<file path="src/rtl/uart_rx_byte_pkg.sv">
// rtl/uart_rx_byte_pkg.sv - shared types and helpers for the uart_rx_byte receiver
package uart_rx_byte_pkg;

    typedef enum logic [2:0] {
        S_IDLE   = 3'd0,
        S_START  = 3'd1,
        S_DATA   = 3'd2,
        S_PARITY = 3'd3,
        S_STOP   = 3'd4,
        S_BREAK  = 3'd5
    } rx_state_e;

    localparam int MIN_CLKS_PER_BIT = 4;

    function automatic int clks_per_bit(input int clk_hz, input int baud);
        return clk_hz / baud;
    endfunction

endpackage

</file>
<file path="src/rtl/uart_rx_byte_if.sv">
// rtl/uart_rx_byte_if.sv - received-byte valid/ready handshake between receiver and consumer
interface uart_rx_byte_if;
    logic [7:0] rx_data;
    logic       rx_valid;
    logic       rx_ready;

    modport master (output rx_data, output rx_valid, input  rx_ready);
    modport slave  (input  rx_data, input  rx_valid, output rx_ready);
endinterface

</file>
<file path="src/rtl/uart_rx_byte_sync_2ff.sv">
// rtl/uart_rx_byte_sync_2ff.sv - generic 2-flop synchronizer with a configurable reset value
module sync_2ff #(
    parameter logic RESET_VAL = 1'b0
) (
    input  logic clk,
    input  logic rst,
    input  logic d,
    output logic q
);
    logic [1:0] sync_q;
    logic [1:0] sync_d;

    always_comb begin
        sync_d = {sync_q[0], d};
    end

    always_ff @(posedge clk or posedge rst) begin
        if (rst) sync_q <= {2{RESET_VAL}};
        else     sync_q <= sync_d;
    end

    assign q = sync_q[1];
endmodule

</file>
<file path="src/rtl/uart_rx_byte.sv">
// rtl/uart_rx_byte.sv - 8N1 UART receiver with valid/ready byte output and error pulses
// Define UART_RX_PARITY_EN for an 8E1 frame with a live parity_err.
module uart_rx_byte
    import uart_rx_byte_pkg::*;
#(
    parameter int CLK_HZ = 100_000_000,
    parameter int BAUD   = 115_200
) (
    input  logic             clk,
    input  logic             rst,
    input  logic             rx_in,
    uart_rx_byte_if.master   rx_bus,
    output logic             busy,
    output logic             frame_err,
    output logic             overrun_err,
    output logic             parity_err
);
    localparam int CPB = clks_per_bit(CLK_HZ, BAUD);
    localparam int CW  = $clog2(CPB);
    localparam logic [CW-1:0] CNT_MAX  = CW'(CPB - 1);
    localparam logic [CW-1:0] CNT_HALF = CW'(CPB - CPB / 2);

    if (CPB < MIN_CLKS_PER_BIT) begin : g_cfg_check
        $error("uart_rx_byte: CLK_HZ/BAUD gives fewer than 4 clocks per bit");
    end

    logic rx_s;

    sync_2ff #(.RESET_VAL(1'b1)) u_sync (
        .clk (clk),
        .rst (rst),
        .d   (rx_in),
        .q   (rx_s)
    );

    rx_state_e      state_q, state_d;
    logic [CW-1:0]  cnt_q, cnt_d;
    logic [2:0]     bit_idx_q, bit_idx_d;
    logic [7:0]     shift_q, shift_d;
    logic [7:0]     rx_data_q, rx_data_d;
    logic           rx_valid_q, rx_valid_d;
    logic           busy_q, busy_d;
    logic           frame_err_q, frame_err_d;
    logic           overrun_err_q, overrun_err_d;
    logic [1:0]     fill_q, fill_d;
    logic           idle_seen_q, idle_seen_d;
    logic           tick;
`ifdef UART_RX_PARITY_EN
    logic           parity_bad_q, parity_bad_d;
    logic           parity_err_q, parity_err_d;
`endif

    assign tick = (cnt_q == CNT_MAX);

    always_comb begin
        state_d       = state_q;
        cnt_d         = tick ? '0 : cnt_q + CW'(1);
        bit_idx_d     = bit_idx_q;
        shift_d       = shift_q;
        rx_data_d     = rx_data_q;
        rx_valid_d    = rx_valid_q;
        frame_err_d   = 1'b0;
        overrun_err_d = 1'b0;
        // The synchronizer's reset-value ones are not real line samples; only
        // count a high once the chain has been refilled from rx_in.
        fill_d        = {fill_q[0], 1'b1};
        idle_seen_d   = idle_seen_q | (fill_q[1] & rx_s);
`ifdef UART_RX_PARITY_EN
        parity_bad_d  = parity_bad_q;
        parity_err_d  = 1'b0;
`endif

        if (rx_valid_q && rx_bus.rx_ready) rx_valid_d = 1'b0;

        case (state_q)
            S_IDLE: begin
                cnt_d = '0;
                if (!rx_s && idle_seen_q) begin
                    state_d = S_START;
                    cnt_d   = CNT_HALF;
                end
            end
            S_START: begin
                if (tick) begin
                    if (rx_s) begin
                        state_d = S_IDLE;
                    end else begin
                        state_d   = S_DATA;
                        bit_idx_d = 3'd0;
                    end
                end
            end
            S_DATA: begin
                if (tick) begin
                    shift_d[bit_idx_q] = rx_s;
                    bit_idx_d          = bit_idx_q + 3'd1;
                    if (bit_idx_q == 3'd7) begin
`ifdef UART_RX_PARITY_EN
                        state_d = S_PARITY;
`else
                        state_d = S_STOP;
`endif
                    end
                end
            end
`ifdef UART_RX_PARITY_EN
            S_PARITY: begin
                if (tick) begin
                    parity_bad_d = rx_s ^ (^shift_q);
                    state_d      = S_STOP;
                end
            end
`endif
            S_STOP: begin
                if (tick) begin
                    if (rx_s) begin
                        state_d = S_IDLE;
                        // A byte being accepted this cycle frees the holding register.
                        if (!rx_valid_q || rx_bus.rx_ready) begin
                            rx_data_d  = shift_q;
                            rx_valid_d = 1'b1;
                        end else begin
                            overrun_err_d = 1'b1;
                        end
`ifdef UART_RX_PARITY_EN
                        parity_err_d = parity_bad_q;
`endif
                    end else begin
                        frame_err_d = 1'b1;
                        state_d     = S_BREAK;
                    end
                end
            end
            S_BREAK: begin
                cnt_d = '0;
                if (rx_s) state_d = S_IDLE;
            end
            default: begin
                state_d = S_IDLE;
                cnt_d   = '0;
            end
        endcase

        busy_d = (state_d != S_IDLE) && (state_d != S_BREAK);
    end

    always_ff @(posedge clk or posedge rst) begin
        if (rst) begin
            state_q       <= S_IDLE;
            cnt_q         <= '0;
            bit_idx_q     <= 3'd0;
            shift_q       <= 8'h00;
            rx_data_q     <= 8'h00;
            rx_valid_q    <= 1'b0;
            busy_q        <= 1'b0;
            frame_err_q   <= 1'b0;
            overrun_err_q <= 1'b0;
            fill_q        <= 2'b00;
            idle_seen_q   <= 1'b0;
`ifdef UART_RX_PARITY_EN
            parity_bad_q  <= 1'b0;
            parity_err_q  <= 1'b0;
`endif
        end else begin
            state_q       <= state_d;
            cnt_q         <= cnt_d;
            bit_idx_q     <= bit_idx_d;
            shift_q       <= shift_d;
            rx_data_q     <= rx_data_d;
            rx_valid_q    <= rx_valid_d;
            busy_q        <= busy_d;
            frame_err_q   <= frame_err_d;
            overrun_err_q <= overrun_err_d;
            fill_q        <= fill_d;
            idle_seen_q   <= idle_seen_d;
`ifdef UART_RX_PARITY_EN
            parity_bad_q  <= parity_bad_d;
            parity_err_q  <= parity_err_d;
`endif
        end
    end

    assign rx_bus.rx_data  = rx_data_q;
    assign rx_bus.rx_valid = rx_valid_q;
    assign busy            = busy_q;
    assign frame_err       = frame_err_q;
    assign overrun_err     = overrun_err_q;
`ifdef UART_RX_PARITY_EN
    assign parity_err      = parity_err_q;
`else
    assign parity_err      = 1'b0;
`endif
endmodule

</file>
<file path="src/flat_wrapper.sv">
// flat-port wrapper written by rule: the top's interface ports become plain ports
module uart_rx_byte_flat import uart_rx_byte_pkg::*;
#(
    parameter int CLK_HZ = 100_000_000,
    parameter int BAUD   = 115_200
)
  (clk, rst, rx_in, busy, frame_err, overrun_err, parity_err, rx_bus_rx_data, rx_bus_rx_valid, rx_bus_rx_ready);
  uart_rx_byte_if rx_bus_i ();
  input  logic clk;
  input  logic rst;
  input  logic rx_in;
  output logic busy;
  output logic frame_err;
  output logic overrun_err;
  output logic parity_err;
  output wire logic [$bits(rx_bus_i.rx_data)-1:0] rx_bus_rx_data;
  output wire logic [$bits(rx_bus_i.rx_valid)-1:0] rx_bus_rx_valid;
  input wire logic [$bits(rx_bus_i.rx_ready)-1:0] rx_bus_rx_ready;
  assign rx_bus_rx_data = rx_bus_i.rx_data;
  assign rx_bus_rx_valid = rx_bus_i.rx_valid;
  assign rx_bus_i.rx_ready = rx_bus_rx_ready;
  uart_rx_byte #(.CLK_HZ(CLK_HZ), .BAUD(BAUD)) u_core (.clk(clk), .rst(rst), .rx_in(rx_in), .rx_bus(rx_bus_i), .busy(busy), .frame_err(frame_err), .overrun_err(overrun_err), .parity_err(parity_err));
endmodule
</file>
<file path="config.mk">
export PLATFORM = sky130hd
export DESIGN_NAME = uart_rx_byte_flat
export DESIGN_NICKNAME = d
export VERILOG_FILES = /design/src/rtl/uart_rx_byte_pkg.sv /design/src/rtl/uart_rx_byte_if.sv /design/src/rtl/uart_rx_byte_sync_2ff.sv /design/src/rtl/uart_rx_byte.sv /design/src/flat_wrapper.sv
export SDC_FILE = /design/constraint.sdc
export NUM_CORES = 1
export LEC_CHECK = 0
export ABC_CLOCK_PERIOD_IN_PS = 4600
export CAP_MARGIN = 20
export CORE_MARGIN = 5
export CORE_UTILIZATION = 55
export DETAILED_ROUTE_END_ITERATION = 12
export PLACE_DENSITY = 0.77
export SYNTH_ARGS = -nofsm -noshare
export SYNTH_HDL_FRONTEND = slang
export SYNTH_SLANG_ARGS = --single-unit
</file>
<file path="constraint.sdc">
create_clock -name clk -period 4.6 [get_ports clk]
set_input_delay 0.69 -clock clk [delete_from_list [all_inputs] [get_ports clk]]
set_output_delay 0.69 -clock clk [all_outputs]
set_load 0.005 [all_outputs]
</file>
==> impl_metrics.csv, run 1 <==
group,metric,value,unit
hold_path,min_from,"u_core.u_sync.sync_q[0]$_DFF_PP1_",
layout,syn2layout_area_growth,13.7,%
routing,drcViolationCount,0,
grt,grt_overflow,0,
logic_synthesis,yosys.area.top_type,"dfrtp_1",
timing,clock.fmax,413,MHz
layout,nNetsFinal,173,
floorplanning,die_area,0.00454,mm²
timing,rsz0062_at_grt,"false",
hold_path,hold_path.class,"reg -> reg",
placement,dpl.hpwl,2030,µm
critical_path,end_kind,"flip-flop",
critical_path,arrival,2670,ps
grt,antenna_found_initial,0,
logic_synthesis,synthMostInstantiatedCell,"dfrtp_1",
cts,htreeDepth,2,
timing,period_minus_slack,2420,ps
grt,grt_pass1_vias,1204,
logic_synthesis,ys_seq_area_share,56.8,%
critical_path,path_max_fanout,8,
floorplanning,initial_utilization,58.4,%
routing,avgRoutedWirePerCell,14.0,µm
cts,cts_buffer_depth,2,
timing,finClkSkew,6.35,ps
routing,via_count,1122,
floorplanning,dieWidth,67.4,µm
floorplanning,pin_count,17,
floorplanning,core_area,0.00310,mm²
logic_synthesis,async_reset_ff_share,100,%
logic_synthesis,yosysTopAreaCellShare,53.9,%
power_and_ir_drop,power_density,360,mW/mm²
critical_path,rr_startpoint,"u_core.cnt_q[0]$_DFF_PP0_",
layout,layout-drive-gt1-share,20.4,%
critical_path,crit_type,"reg -> reg",
routing,first_pass_iters,4,
timing,whs,364,ps
timing,slew_viol_final,0,
power_and_ir_drop,pwr-share-clk,23.4,%
job,maxCapViolCount,0,
logic_synthesis,netlist_area,0.00181,mm²
power_and_ir_drop,internal_power,0.522,mW
power_and_ir_drop,peakVddDrop,0.219,mV
layout,finish.utilization,66.4,%
power_and_ir_drop,seq_power_share,60.6,%
timing,relSlewSlack,65.3,%
cts,numCtsBuffers,5,
routing,viasPerCell,5.32,
placement,placed_cell_area,0.00200,mm²
power_and_ir_drop,p_switching,0.220,mW
routing,initialDrtViolationCount,43,
cts,post_cts_resized,0,
critical_path,cp-start-kind,"flip-flop",
timing,fin_setup_tns,0,ps
power_and_ir_drop,pwr-share-comb,16.0,%
timing,setup_viol,0,
logic_synthesis,synth_ff_type,"dfrtp_1",
logic_synthesis,ys_types,38,
power_and_ir_drop,sw_frac_of_total,29.7,%
grt,grt_pass1_wl,5460,µm
cts,path_clk_slew,120,ps
critical_path,cp_top_family,"simple AND/OR/NAND/NOR gates",
cts,cts_setup_buffers,0,
cts,clock_tree.root_cell,"clkbuf_4",
critical_path,cpMaxStageDelayCell,"nor3b_4",
grt,grt_max_degree,42,
logic_synthesis,synth.area.top_cells,"dfrtp_1 (54%), mux2_2 (9.9%), dfstp_2 (2.9%), xnor2_1 (2.4%), o21ai_0 (2.2%)",
logic_synthesis,postSynthCellCount,147,
logic_synthesis,yosysWarningCount,0,
timing,finalHoldViolCount,0,
floorplanning,num_rows,20,
critical_path,cpPeakStageDelay,470,ps
logic_synthesis,synth_edf_count,0,
grt,grt_usage,16.4,%
logic_synthesis,synthTopCellsByCount,"dfrtp_1 (39), mux2_2 (16), nand2_1 (8), nor2_1 (8), o21ai_0 (8)",
cts,clkSinkCount,41,
cts,cts_tree,"done",
layout,diodes,0,
layout,final_area,0.00206,mm²
timing,worstMarginPinSlew,516,ps
placement,io_buffer_count,15,
cts,cts_hold_buf,0,
power_and_ir_drop,p_leak,0.904,nW
critical_path,cp.required,4850,ps
status,outcome,"completed",
logic_synthesis,synth.avg_cell_area,12.3,µm²
logic_synthesis,syn-num-nets,154,
routing,final_antenna_net_count,0,
floorplanning,die_h,67.4,µm
critical_path,critical_path.startpoint,"u_core.cnt_q[0]$_DFF_PP0_",
cts,clock_latency,350,ps
critical_path,cp_cell_sequence,"ha_1, or3b_4, or3_1, nor3b_4, mux2_2",
routing,routed_wl,2960,µm
critical_path,worst-path-buf-inv,0,
logic_synthesis,ys_ff_latch,41,
timing,fin_crit_sh,52.6,%
placement,gp_congestion,0.807,
worst paths after layout:
path,end,slack (ps),cells past startpoint
hold / removal,u_core.u_sync.sync_q[1]$_DFF_PP1_,360,0
hold reg to reg,u_core.u_sync.sync_q[1]$_DFF_PP1_,360,0
min in group asynchronous,u_core.shift_q[0]$_DFFE_PP0P_,740,3
max in group asynchronous,u_core.u_sync.sync_q[0]$_DFF_PP1_,3500,3
setup reg to reg,u_core.rx_bus.rx_data[0]$_DFFE_PP0P_,2180,5
setup / recovery,u_core.rx_bus.rx_data[0]$_DFFE_PP0P_,2180,5
power groups by stage:
stage | logic, mW | clock network (mW) | registers (mW)
after floorplan | 0.0946 | 0 | 0.445
after global placement | 0.113 | 0 | 0.454
after detailed placement | 0.118 | 0 | 0.456
after CTS | 0.119 | 0.183 | 0.450
after global routing | 0.137 | 0.199 | 0.459
final | 0.118 | 0.174 | 0.450
registers in the layout, summed over array words and instances, names as in the netlist, 2 cells and up:
signal / count
u_core.bit_idx_q: 3
u_core.cnt_q: 10
u_core.fill_q: 2
u_core.rx_bus.rx_data: 8
u_core.shift_q: 8
u_core.state_q: 3
u_core.u_sync.sync_q: 2
cell usage in the layout (no fill, tap or decap), types with 2 or more instances in the layout:
master | synthesis | layout
dfstp_2 | 2 | 2
or3b_2 | 2 | 2
and4_1 | 2 | 2
nand3_1 | 4 | 4
clkdlybuf4s50_1 | 0 | 15
nor3_1 | 3 | 3
nor3b_1 | 4 | 4
or3_1 | 2 | 2
nand3b_1 | 2 | 2
inv_1 | 3 | 3
mux2_2 | 16 | 16
o31ai_1 | 2 | 2
conb_1 | 2 | 2
clkbuf_4 | 0 | 5
nand2_1 | 8 | 8
and2_1 | 3 | 3
a22o_1 | 4 | 4
ha_1 | 3 | 3
nand2b_1 | 3 | 3
o21ai_0 | 8 | 8
xor2_1 | 4 | 4
clkinv_2 | 0 | 2
xnor2_1 | 5 | 5
dfrtp_1 | 39 | 39
nor2_1 | 8 | 8
through the flow:
stage	total power, mW	cells	worst slack (ps)
2_1_floorplan	0.540	147	2350
3_3_place_gp	0.567	202	2240
3_5_place_dp	0.574	202	2170
4_1_cts	0.751	210	2160
5_1_grt	0.795	211	2030
6_report	0.742	211	2180
per-layer routing:
| layer | global-route usage [%] | part of all wire [%] | vias up |
|---|---|---|---|
| met4 | 10.1 | 3.1 | 0 |
| met2 | 24.2 | 45 | 25 |
| met3 | 5.82 | 5.4 | 12 |
| li1 | - | - | 550 |
| met5 | 0 | 0 | - |
| met1 | 20.5 | 46 | 535 |
kinds of logic (layout without fill, tap and decap cells):
group / after synthesis / count (layout) / synth area share [%]
simple gates: 50 / 50 / 17.9
flops: 41 / 41 / 56.8
compound gates: 18 / 18 / 6.56
mux: 16 / 16 / 9.94
xor+xnor: 9 / 9 / 4.35
buf+inv: 8 / 28 / 2.00
fa+ha+maj: 3 / 3 / 2.07
other cells: 2 / 2 / 0.415
worst reg2reg max path, cell delays in order, from the launching register on:
cell and delay [ps]:
dfrtp_1 400, ha_1 210, or3b_4 430, or3_1 430, nor3b_4 470, mux2_2 390
final cells by class:
class | count | area, µm²
repair buffers | 17 | 163
clock buffers | 5 | 37.5
fillers | 253 | 1040
inverters | 3 | 11.3
multi-input cells | 98 | 747
clock inverters | 3 | 17.5
flip-flops and latches | 41 | 1030
well taps | 44 | 55.1
Power figures use the tool's default switching activity.
==> inputs of run 2 (changes only) <==
--- a/config.mk
+++ b/config.mk
@@ -5,12 +5,12 @@
 export SDC_FILE = /design/constraint.sdc
 export NUM_CORES = 1
 export LEC_CHECK = 0
-export ABC_CLOCK_PERIOD_IN_PS = 4600
+export ABC_CLOCK_PERIOD_IN_PS = 1980
 export CAP_MARGIN = 20
 export CORE_MARGIN = 5
-export CORE_UTILIZATION = 55
+export CORE_UTILIZATION = 50
 export DETAILED_ROUTE_END_ITERATION = 12
-export PLACE_DENSITY = 0.77
+export PLACE_DENSITY = 0.74
 export SYNTH_ARGS = -nofsm -noshare
 export SYNTH_HDL_FRONTEND = slang
 export SYNTH_SLANG_ARGS = --single-unit
==> constraint.sdc (replaced) <==
create_clock -name clk -period 1.98 [get_ports clk]
set_input_delay 0.297 -clock clk [delete_from_list [all_inputs] [get_ports clk]]
set_output_delay 0.297 -clock clk [all_outputs]
set_load 0.005 [all_outputs]
==> run 2 against run 1 <==
Compared with the run above:
- the flow now finishes with violations (negative setup slack)
- flip-flop and latch count unchanged
- routed wire length is 23% higher
- cell area grew 16%
- critical path depth increased by 2
- die area rose by 8.5%
- hold slack got worse by 25 ps
- count of clock-buffer cells in the layout increased by 1
- setup slack got worse by 2300 ps
- largest power group unchanged
- highest routed layer unchanged
==> impl_metrics.csv, run 2 (synthesis results as in run 1) <==
group,metric,value,unit
grt,grt_max_degree,42,
cts,cts_buffer_depth,2,
power_and_ir_drop,power_density,856,mW/mm²
routing,drcViolationCount,0,
routing,first_pass_iters,4,
hold_path,hold_end,"u_core.u_sync.sync_q[0]$_DFF_PP1_",
critical_path,r2r_slack,-170,ps
cts,numCtsBuffers,5,
power_and_ir_drop,pwr-share-comb,24.7,%
critical_path,cp.required,2220,ps
layout,layout-drive-gt1-share,34.2,%
job,maxCapViolCount,0,
routing,final_antenna_net_count,0,
cts,clkSinkCount,41,
cts,htreeDepth,2,
layout,fin_cells,236,
routing,routed_wl,3650,µm
routing,avgRoutedWirePerCell,15.5,µm
critical_path,cp-start-kind,"flip-flop",
placement,placed_cell_area,0.00217,mm²
routing,initialDrtViolationCount,63,
layout,layout_commonest_cell,"dfrtp_1",
cts,cts_tree,"done",
critical_path,path_max_fanout,3,
grt,grt_pass1_wl,6140,µm
floorplanning,die_h,70.2,µm
floorplanning,dieWidth,70.2,µm
layout,register_area,0.00103,mm²
timing,setup_viol,15,
floorplanning,pin_count,17,
cts,path_clk_slew,110,ps
critical_path,end_kind,"flip-flop",
critical_path,crit_type,"reg -> reg",
power_and_ir_drop,p_switching,0.554,mW
critical_path,rr_worst_depth,7,
critical_path,rr_startpoint,"u_core.cnt_q[0]$_DFF_PP0_",
cts,clock_latency,370,ps
timing,worstMarginPinSlew,554,ps
floorplanning,num_rows,21,
placement,gp_congestion,0.880,
routing,viasPerCell,5.31,
grt,grt_usage,16.2,%
layout,largest_register,"u_core.cnt_q",
timing,slew_viol_final,0,
power_and_ir_drop,pwr-share-clk,26.0,%
critical_path,r2r_end,"u_core.busy$_DFF_PP0_",
floorplanning,initial_utilization,53.0,%
floorplanning,die_area,0.00493,mm²
routing,top_layer,"met4",
layout,final_area,0.00239,mm²
timing,finalHoldViolCount,0,
status,violations,"negative setup slack",
layout,largest_reg_flops,10,
timing,finClkSkew,31.1,ps
power_and_ir_drop,internal_power,1.49,mW
power_and_ir_drop,sw_frac_of_total,27.1,%
timing,fin_crit_sh,109,%
routing,wl_met1,1690,µm
routing,met2_length,1720,µm
hold_path,hold_path.class,"in -> reg",
layout,multi_input_area,836,µm²
routing,via_count,1253,
status,outcome,"finished with violations",
cts,clock_tree.root_cell,"clkbuf_4",
timing,setup_ws,-169,ps
placement,dpl.hpwl,2370,µm
layout,nFillCells,235,
layout,diodes,0,
placement,dp.cells,222,
timing,relSlewSlack,63.0,%
layout,layout_common_cells,"dfrtp_1 (39), buf_4 (20), clkdlybuf4s50_1 (15), mux2_4 (11)",
placement,place_ws,-183,ps
timing,whs,339,ps
timing,clock.fmax,465,MHz
power_and_ir_drop,peakVddDrop,0.672,mV
hold_path,min_from,"rx_in",
timing,period_minus_slack,2150,ps
critical_path,arrival,2390,ps
timing,rsz0062_at_grt,"true",
power_and_ir_drop,p_leak,1.07,nW
power_and_ir_drop,power,2.05,mW
grt,antenna_found_initial,0,
layout,nNetsFinal,196,
grt,grt_overflow,0,
grt,grt_pass1_vias,1346,
hold_path,whs_path_depth,1,
routing,wl_met3,151,µm
power_and_ir_drop,seq_power_share,49.2,%
floorplanning,core_area,0.00342,mm²
placement,io_buffer_count,15,
layout,syn2layout_area_growth,32.0,%
run 2: cell count changes in the layout (fill, tap and decap cells not counted), sizes merged:
cell,previous run,this run
clkinv,2,1
bufinv,0,1
clkinvlp,1,0
buf,1,25
run 2: power by group through the flow:
| stage | Clock (mW) | Combinational [mW] | Sequential, mW |
|---|---|---|---|
| floorplan | 0 | 0.220 | 1.03 |
| global placement | 0 | 0.433 | 1.01 |
| detailed placement | 0 | 0.452 | 1.02 |
| CTS | 0.543 | 0.489 | 1.01 |
| global route | 0.576 | 0.558 | 1.02 |
| finish | 0.533 | 0.506 | 1.01 |
run 2: final cells by class:
type	count	share of cell area, %
timing repair buffer	40	16.0
clock buffer	6	1.73
tap	46	2.41
sequential	41	43.0
multi-input combinational	98	35.0
clock inverter	2	1.47
inverter	3	0.471
run 2: worst max-delay path by stage:
stage,startpoint,to,slack [ps]
after detailed placement,u_core.cnt_q[0]$_DFF_PP0_,u_core.shift_q[1]$_DFFE_PP0P_,-180
after global placement,u_core.cnt_q[0]$_DFF_PP0_,u_core.rx_bus.rx_data[1]$_DFFE_PP0P_,-120
after global routing,u_core.cnt_q[0]$_DFF_PP0_,u_core.shift_q[1]$_DFFE_PP0P_,-290
after floorplan,u_core.cnt_q[0]$_DFF_PP0_,u_core.rx_bus.rx_data[0]$_DFFE_PP0P_,-250
after CTS,u_core.cnt_q[0]$_DFF_PP0_,u_core.busy$_DFF_PP0_,-170
final,u_core.cnt_q[0]$_DFF_PP0_,u_core.busy$_DFF_PP0_,-170
run 2: critical path, cell delays in order (launching register included):
cell	delay (ps)
dfrtp_1	370
ha_2	180
or3b_4	390
buf_6	140
or4_1	390
a22o_1	240
xor2_1	140
or2_1	200
run 2: timing repair:
action | CTS | global route
hold buffers | 0 | 0
endpoints found under the setup margin | 21 | 26
resized for setup | 20 | 4
setup buffers | 2 | 3
gates cloned | 1 | 0
pin swaps | 2 | 2
run 2: per-layer routing:
| layer | vias up | track usage [%] |
|---|---|---|
| met5 | - | 0 |
| met4 | 0 | 7.87 |
| met2 | 23 | 25.5 |
| met3 | 8 | 5.45 |
| li1 | 600 | - |
| met1 | 622 | 19.8 |
run 2: metrics by stage:
step	TNS (ps)	utilization, %
floorplan	-2470	-
global placement	-1690	63.6
detailed placement	-2700	63.6
CTS	-1460	69.0
global route	-3600	70.0
finish	-1470	70.0
